File: src/rtl/parser_lit_arbiter.sv
// Round-robin reader that drains NUM_REQ literal FIFOs into one valid/ready stream tagged with source index.
// Read issue to lit_valid is 2 cycles; with lit_ready low, issue stops once queued plus in-flight entries reach 2.
module parser_lit_arbiter #(
  parameter int WIDTH   = 85,
  parameter int NUM_REQ = 4,
  parameter int SRC_W   = 2
) (
  input  logic                     clk_i,
  input  logic                     srst_i,
  input  logic [NUM_REQ-1:0]       fifo_empty_i,
  output logic [NUM_REQ-1:0]       fifo_rd_en_o,
  input  logic [NUM_REQ*WIDTH-1:0] fifo_dout_i,
  output logic                     lit_valid_o,
  output logic [WIDTH-1:0]         lit_data_o,
  output logic [SRC_W-1:0]         lit_src_o,
  input  logic                     lit_ready_i,
  output logic                     busy_o
);

  typedef struct packed {
    logic [WIDTH-1:0] data;
    logic [SRC_W-1:0] src;
  } entry_t;

  logic [SRC_W-1:0] rr_ptr_q, rr_ptr_d;
  logic             inflight_q, inflight_d;
  logic [SRC_W-1:0] inflight_src_q, inflight_src_d;
  entry_t           mem_q [2];
  entry_t           mem_d [2];
  logic             head_q, head_d;
  logic             tail_q, tail_d;
  logic [1:0]       occ_q, occ_d;
  logic             lit_valid_q, lit_valid_d;
  logic [WIDTH-1:0] lit_data_q, lit_data_d;
  logic [SRC_W-1:0] lit_src_q, lit_src_d;
  logic             busy_q, busy_d;

  logic [WIDTH-1:0] dout_arr [NUM_REQ];
  logic             pop;
  logic [2:0]       pending;
  logic             issue;
  logic             grant_vld;
  logic [SRC_W-1:0] grant_idx;

  for (genvar i = 0; i < NUM_REQ; i++) begin : g_dout
    assign dout_arr[i] = fifo_dout_i[i*WIDTH +: WIDTH];
  end

  assign pop = lit_valid_q & lit_ready_i;

  // First non-empty requester at or after rr_ptr, wrapping modulo NUM_REQ.
  always_comb begin
    logic [SRC_W:0]   sum;
    logic [SRC_W-1:0] idx;
    grant_vld = 1'b0;
    grant_idx = '0;
    sum       = '0;
    idx       = '0;
    for (int k = 0; k < NUM_REQ; k++) begin
      sum = {1'b0, rr_ptr_q} + (SRC_W+1)'(k);
      if (sum >= (SRC_W+1)'(NUM_REQ)) begin
        sum = sum - (SRC_W+1)'(NUM_REQ);
      end
      idx = sum[SRC_W-1:0];
      if (!grant_vld && !fifo_empty_i[idx]) begin
        grant_vld = 1'b1;
        grant_idx = idx;
      end
    end
  end

  // Slots already committed after this cycle's pop; a read is only issued when one is free.
  assign pending = {1'b0, occ_q} + {2'b00, inflight_q} - {2'b00, pop};
  assign issue   = !srst_i && grant_vld && (pending < 3'd2);

  always_comb begin
    fifo_rd_en_o = '0;
    if (issue) begin
      fifo_rd_en_o[grant_idx] = 1'b1;
    end
  end

  always_comb begin
    mem_d          = mem_q;
    head_d         = head_q;
    tail_d         = tail_q;
    rr_ptr_d       = rr_ptr_q;
    inflight_d     = issue;
    inflight_src_d = inflight_src_q;

    if (issue) begin
      inflight_src_d = grant_idx;
      rr_ptr_d       = (grant_idx == SRC_W'(NUM_REQ-1)) ? '0 : grant_idx + 1'b1;
    end
    if (pop) begin
      head_d = ~head_q;
    end
    if (inflight_q) begin
      mem_d[tail_q] = {dout_arr[inflight_src_q], inflight_src_q};
      tail_d        = ~tail_q;
    end
    occ_d = occ_q + {1'b0, inflight_q} - {1'b0, pop};

    lit_valid_d = (occ_d != 2'd0);
    lit_data_d  = mem_d[head_d].data;
    lit_src_d   = mem_d[head_d].src;
    busy_d      = inflight_d | (occ_d != 2'd0);
  end

  always_ff @(posedge clk_i) begin
    if (srst_i) begin
      rr_ptr_q       <= '0;
      inflight_q     <= 1'b0;
      inflight_src_q <= '0;
      mem_q[0]       <= '0;
      mem_q[1]       <= '0;
      head_q         <= 1'b0;
      tail_q         <= 1'b0;
      occ_q          <= '0;
      lit_valid_q    <= 1'b0;
      lit_data_q     <= '0;
      lit_src_q      <= '0;
      busy_q         <= 1'b0;
    end else begin
      rr_ptr_q       <= rr_ptr_d;
      inflight_q     <= inflight_d;
      inflight_src_q <= inflight_src_d;
      mem_q[0]       <= mem_d[0];
      mem_q[1]       <= mem_d[1];
      head_q         <= head_d;
      tail_q         <= tail_d;
      occ_q          <= occ_d;
      lit_valid_q    <= lit_valid_d;
      lit_data_q     <= lit_data_d;
      lit_src_q      <= lit_src_d;
      busy_q         <= busy_d;
    end
  end

  assign lit_valid_o = lit_valid_q;
  assign lit_data_o  = lit_data_q;
  assign lit_src_o   = lit_src_q;
  assign busy_o      = busy_q;

endmodule

File: config.mk
export PLATFORM = sky130hd
export DESIGN_NAME = parser_lit_arbiter
export DESIGN_NICKNAME = d
export VERILOG_FILES = /design/src/rtl/parser_lit_arbiter.sv
export SDC_FILE = /design/constraint.sdc
export NUM_CORES = 1
export LEC_CHECK = 0
export ABC_AREA = 1
export ABC_CLOCK_PERIOD_IN_PS = 5900
export CORE_MARGIN = 8
export CORE_UTILIZATION = 25
export CTS_CLUSTER_DIAMETER = 80
export DETAILED_ROUTE_END_ITERATION = 12
export SYNTH_ARGS = -nofsm -noshare
export SYNTH_HDL_FRONTEND = slang
export SYNTH_SLANG_ARGS = --single-unit
export TNS_END_PERCENT = 10
File: constraint.sdc
create_clock -name clk_i -period 5.9 [get_ports clk_i]
set_input_delay 0.885 -clock clk_i [delete_from_list [all_inputs] [get_ports clk_i]]
set_output_delay 0.885 -clock clk_i [all_outputs]
set_load 0.05 [all_outputs]
==> flow_summary.rst <==
.. list-table::
   :header-rows: 1

   * - Metric
     - Value
   * - DRT Wirelength
     - approximately 44,000 microns
   * - Via count of the first global-routing pass
     - 12,020
   * - DR DRC count
     - 0
   * - Placed Instances
     - between 2,000 and 2,500
   * - Summed area of non-filler cells in the final layout
     - 0.01718 sq mm
   * - Class of the worst hold path
     - register to register
   * - Global-route wire length before repair
     - roughly 67,000 microns
   * - Post-synthesis share of cell area spent on xor and xnor gates
     - 0.1394%
   * - Net count after synthesis
     - approximately 1,900
   * - Cell-internal power
     - ~4900 uW
   * - TritonCTS Buffers
     - 29
   * - Fraction of layout cells with a size suffix above 1
     - roughly 4%
   * - Net total in the final layout
     - ~2,300
   * - CTS sink count
     - approximately 270
   * - Cell with the most instances after synthesis
     - sky130_fd_sc_hd__nor2_1
   * - Worst IR Drop VDD
     - between 0.2 and 0.25 mV
   * - Detail Route Antenna Nets
     - 0
   * - Antenna Cells
     - 0
   * - Critical path arrival
     - around 3.9 ns
   * - Compound-gate portion of the synthesized area
     - between 20% and 30%
   * - Net switching fraction of the power
     - a little over two fifths
   * - Vertical extent of the die
     - ~230 microns
   * - DRC marker count from the first detailed-route iteration
     - about 750
   * - Finish-stage setup viols
     - 0
   * - Result of the run
     - completed
   * - Simple-gate area share of the yosys netlist
     - 19.39%
   * - Number of synthesis warnings
     - 0
   * - Number of port buffers
     - 439
   * - Gate Count Post-Synth
     - roughly 1,600
   * - Sequential cell area
     - 0.005453 sq mm
   * - Leak pwr
     - approximately 0.0063 uW
   * - Fillcell total
     - 4,809
   * - Setup slack, reg-to-reg
     - between 2 and 3 ns
   * - Post-CTS setup buffers
     - 0
   * - Worst Skew
     - roughly 0.0087 ns
   * - Root buffer cell
     - sky130_fd_sc_hd__clkbuf_16
   * - Placement-stage cell area
     - roughly 0.016 sq mm
   * - First-pass detailed-route iteration total
     - 5
   * - Largest fanout on the critical path
     - 10
   * - Clock network fraction of total power
     - between 15 and 20%
   * - Slew Viols, Final
     - 0
   * - Core Footprint
     - between 0.04 and 0.05 sq mm
   * - Global Route Usage Sum
     - between 10% and 20%
   * - Sequential share of power
     - between 30% and 40%
   * - Dominant delay contributor by cell family on the critical path
     - buffers and inverters
   * - Most numerous cell types in the synthesized netlist
     - sky130_fd_sc_hd__nor2_1, sky130_fd_sc_hd__dfxtp_1, sky130_fd_sc_hd__o21ai_0, sky130_fd_sc_hd__nand2_1, sky130_fd_sc_hd__o21ai_1
   * - Via count normalized by instance count
     - 4.786
   * - Worst slew margin relative to its limit
     - between 30 and 40%
   * - Pin count of the biggest net entering global routing
     - 107
   * - Netlist area before placement
     - 0.01167 sq mm
   * - Required arrival time at the worst endpoint
     - around 5 ns
   * - Post-layout min period
     - roughly 4.8 ns
   * - Post-DP HPWL
     - 31,190 microns
   * - WHS
     - between 0.4 and 0.5 ns
   * - Clock transition at the registers of the reported paths
     - approximately 0.06 ns
   * - Setup crit end kind
     - output port
   * - Buffer and inverter count on the worst path
     - 4
   * - Residual overflow from global routing
     - 0
   * - Multi-input combinational cell area
     - roughly 0.0054 sq mm
   * - Achievable Freq
     - 209.7 MHz
   * - Setup Crit Path Kind
     - primary input to output port
   * - Adder-cell area share of the yosys netlist
     - less than 1%
   * - Final Hold Violating Endpoints
     - 0
   * - P_sw
     - around 3900 uW
   * - Per-cell routed wire length
     - between 15 and 20 microns
   * - Power per cell area
     - between 500 and 600 mW/mm^2
   * - MaxCap Viol Count
     - 0
   * - Number of register bits inferred by synthesis
     - around 270
   * - Clock tree from TritonCTS
     - built
   * - Number of enable-type register cells in the synthesized netlist
     - 0
   * - Antenna violations before repair
     - 2
   * - Share of cell area taken by muxes after synthesis
     - 0%
   * - Core Util, Final
     - 37.06%
   * - Post-synthesis area per instance
     - around 7.5 sq um
   * - Post-synth cell types
     - 31
   * - Register area share after synthesis
     - a little under half
   * - Maximum level of the CTS H-tree
     - 1
   * - Die width
     - between 200 and 250 microns
   * - Maximum root-to-sink buffer count
     - 3
   * - Starting utilization of the core area
     - around 25%
   * - Final weighted congestion of routability-driven global placement
     - around 0.85
   * - Final period utilization
     - between 80 and 90%
   * - Delay of the slowest cell on the worst path
     - about 0.81 ns
   * - Cell types with the largest area share after synthesis
     - sky130_fd_sc_hd__dfxtp_1, sky130_fd_sc_hd__nor2_1, sky130_fd_sc_hd__o21ai_0
   * - Setup repair after global routing missed its margin
     - no
   * - Largest family of logic cells by synthesized area
     - compound AO/OA/AOI/OAI gates
   * - Cell with the largest stage delay on the worst path
     - sky130_fd_sc_hd__clkdlybuf4s50_1
   * - Rows
     - 79
   * - Floorplan die area
     - between 0.05 and 0.06 sq mm
   * - Startpoint kind of the worst setup timing path
     - primary input
   * - Post-cts resize count
     - 0
   * - Combinational fraction of design power
     - between 40% and 50%
   * - P&R area growth vs syn
     - 47.26%
   * - Dominant register cell in the synthesized netlist
     - sky130_fd_sc_hd__dfxtp_1
   * - Top-level port count
     - 440
   * - Fin cells
     - roughly 2,500
   * - Tightest Pin Transition
     - between 1 and 1.5 ns
   * - Final setup TNS
     - 0 ns
   * - Clock latency of the later-clocked register in the worst-skew pair
     - about 0.54 ns
   * - Via count
     - 12,130
   * - Share of synthesized flip-flops with an asynchronous set or reset
     - 0%
   * - Most area-hungry cell type in the Yosys netlist
     - sky130_fd_sc_hd__dfxtp_1
   * - Cells along the critical path
     - clkdlybuf4s50_1 -> nand2_1 -> inv_1 -> ha_1 -> inv_1 -> ha_1 -> fa_1 -> a211oi_1 -> nand2_4 -> nor2_1 -> clkdlybuf4s50_1
   * - Number of hold buffers added after cts
     - 0
   * - Share of the synthesized area in the top cell type
     - 46.67%
-- tightest hold or removal path, delay by kind of cell, from the launching register on --
| family | cells | cell delay [ns] |
|---|---|---|
| DFF | 1 | 0.30 |
| AOI/OAI and AO/OA | 1 | 0.08 |
| and+or+nand+nor | 1 | 0.08 |
-- cells by family after synthesis --
group,Yosys count
and+or+nand+nor,590
DFF,272
AOI/OAI and AO/OA,526
adders and majority gates,7
xor gates and xnor gates,1
buffers and inverters,162
-- metal layers --
layer  vias up  global-route usage [%]  wire length, microns
met5         -                       0                    13
li1       5991                       -                     -
met2       492                   26.06                 19910
met1      5596                   18.57                 18990
met3        46                   4.911                  4042
met4         2                   4.033                   862
-- final cells by class --
class                           instances  share of cell area (%)
Sequential cell                       272                   31.74
Multi-Input combinational cell       1124                   31.71
Timing Repair Buffer                  449                   26.02
Clock buffer                           44                   4.959
Tap cell                              607                   4.420
Inverter                               30                  0.7282
Clock inverter                          8                  0.4224
-- stage by stage --
| stage | worst slack [ns] | total power [uW] |
|---|---|---|
| 2_1_floorplan | 1.872 | 5706 |
| 3_3_place_gp | 1.116 | 7052 |
| 3_5_place_dp | 1.102 | 7132 |
| 4_1_cts | 1.102 | 8922 |
| 5_1_grt | 0.9745 | 9402 |
| 6_report | 1.131 | 8801 |
-- flip-flops by register name, indices dropped and copies added, names as in the netlist --
name and flops:
busy_o 1, head_q 1, inflight_q 1, inflight_src_q 2, lit_data_o 85, lit_src_o 2, lit_valid_o 1, mem_q 174
occ_q 2, rr_ptr_q 2, tail_q 1
-- cells in the final DEF (no fill, tap or decap), drive strengths merged --
cell type,Yosys,layout
nand3,8,8
o21ai,349,349
buf,64,11
a21oi,5,5
clkinv,0,9
nand4,2,2
dfxtp,272,272
a211oi,1,1
ha,6,6
bufinv,0,1
o22ai,85,85
nand2,219,219
nor2,360,360
xor2,1,1
clkdlybuf4s50,0,438
o22a,85,85
inv,30,28
a2bb2oi,1,1
nor3,1,1
fa,1,1
clkbuf,68,44
-- power by group through the flow --
| stage | Clock, uW | Sequential [uW] | Combinational (uW) |
|---|---|---|---|
| 2_1_floorplan | 0 | 3440 | 2260 |
| 3_3_place_gp | 0 | 2770 | 4280 |
| 3_5_place_dp | 0 | 2790 | 4340 |
| 4_1_cts | 1800 | 2760 | 4360 |
| 5_1_grt | 1870 | 2810 | 4720 |
| 6_report | 1740 | 2740 | 4320 |
-- worst paths after layout --
check / end / from / cells after the start
setup / recovery: fifo_rd_en_o[2] / lit_ready_i / 11
hold / removal: mem_q[33]$_SDFF_PP0_ / mem_q[33]$_SDFF_PP0_ / 2
setup reg to reg: lit_data_o[62]$_SDFF_PP0_ / inflight_src_q[1]$_SDFFE_PP0P_ / 7
hold reg to reg: mem_q[33]$_SDFF_PP0_ / mem_q[33]$_SDFF_PP0_ / 2
(Power assumes the default switching activity.)
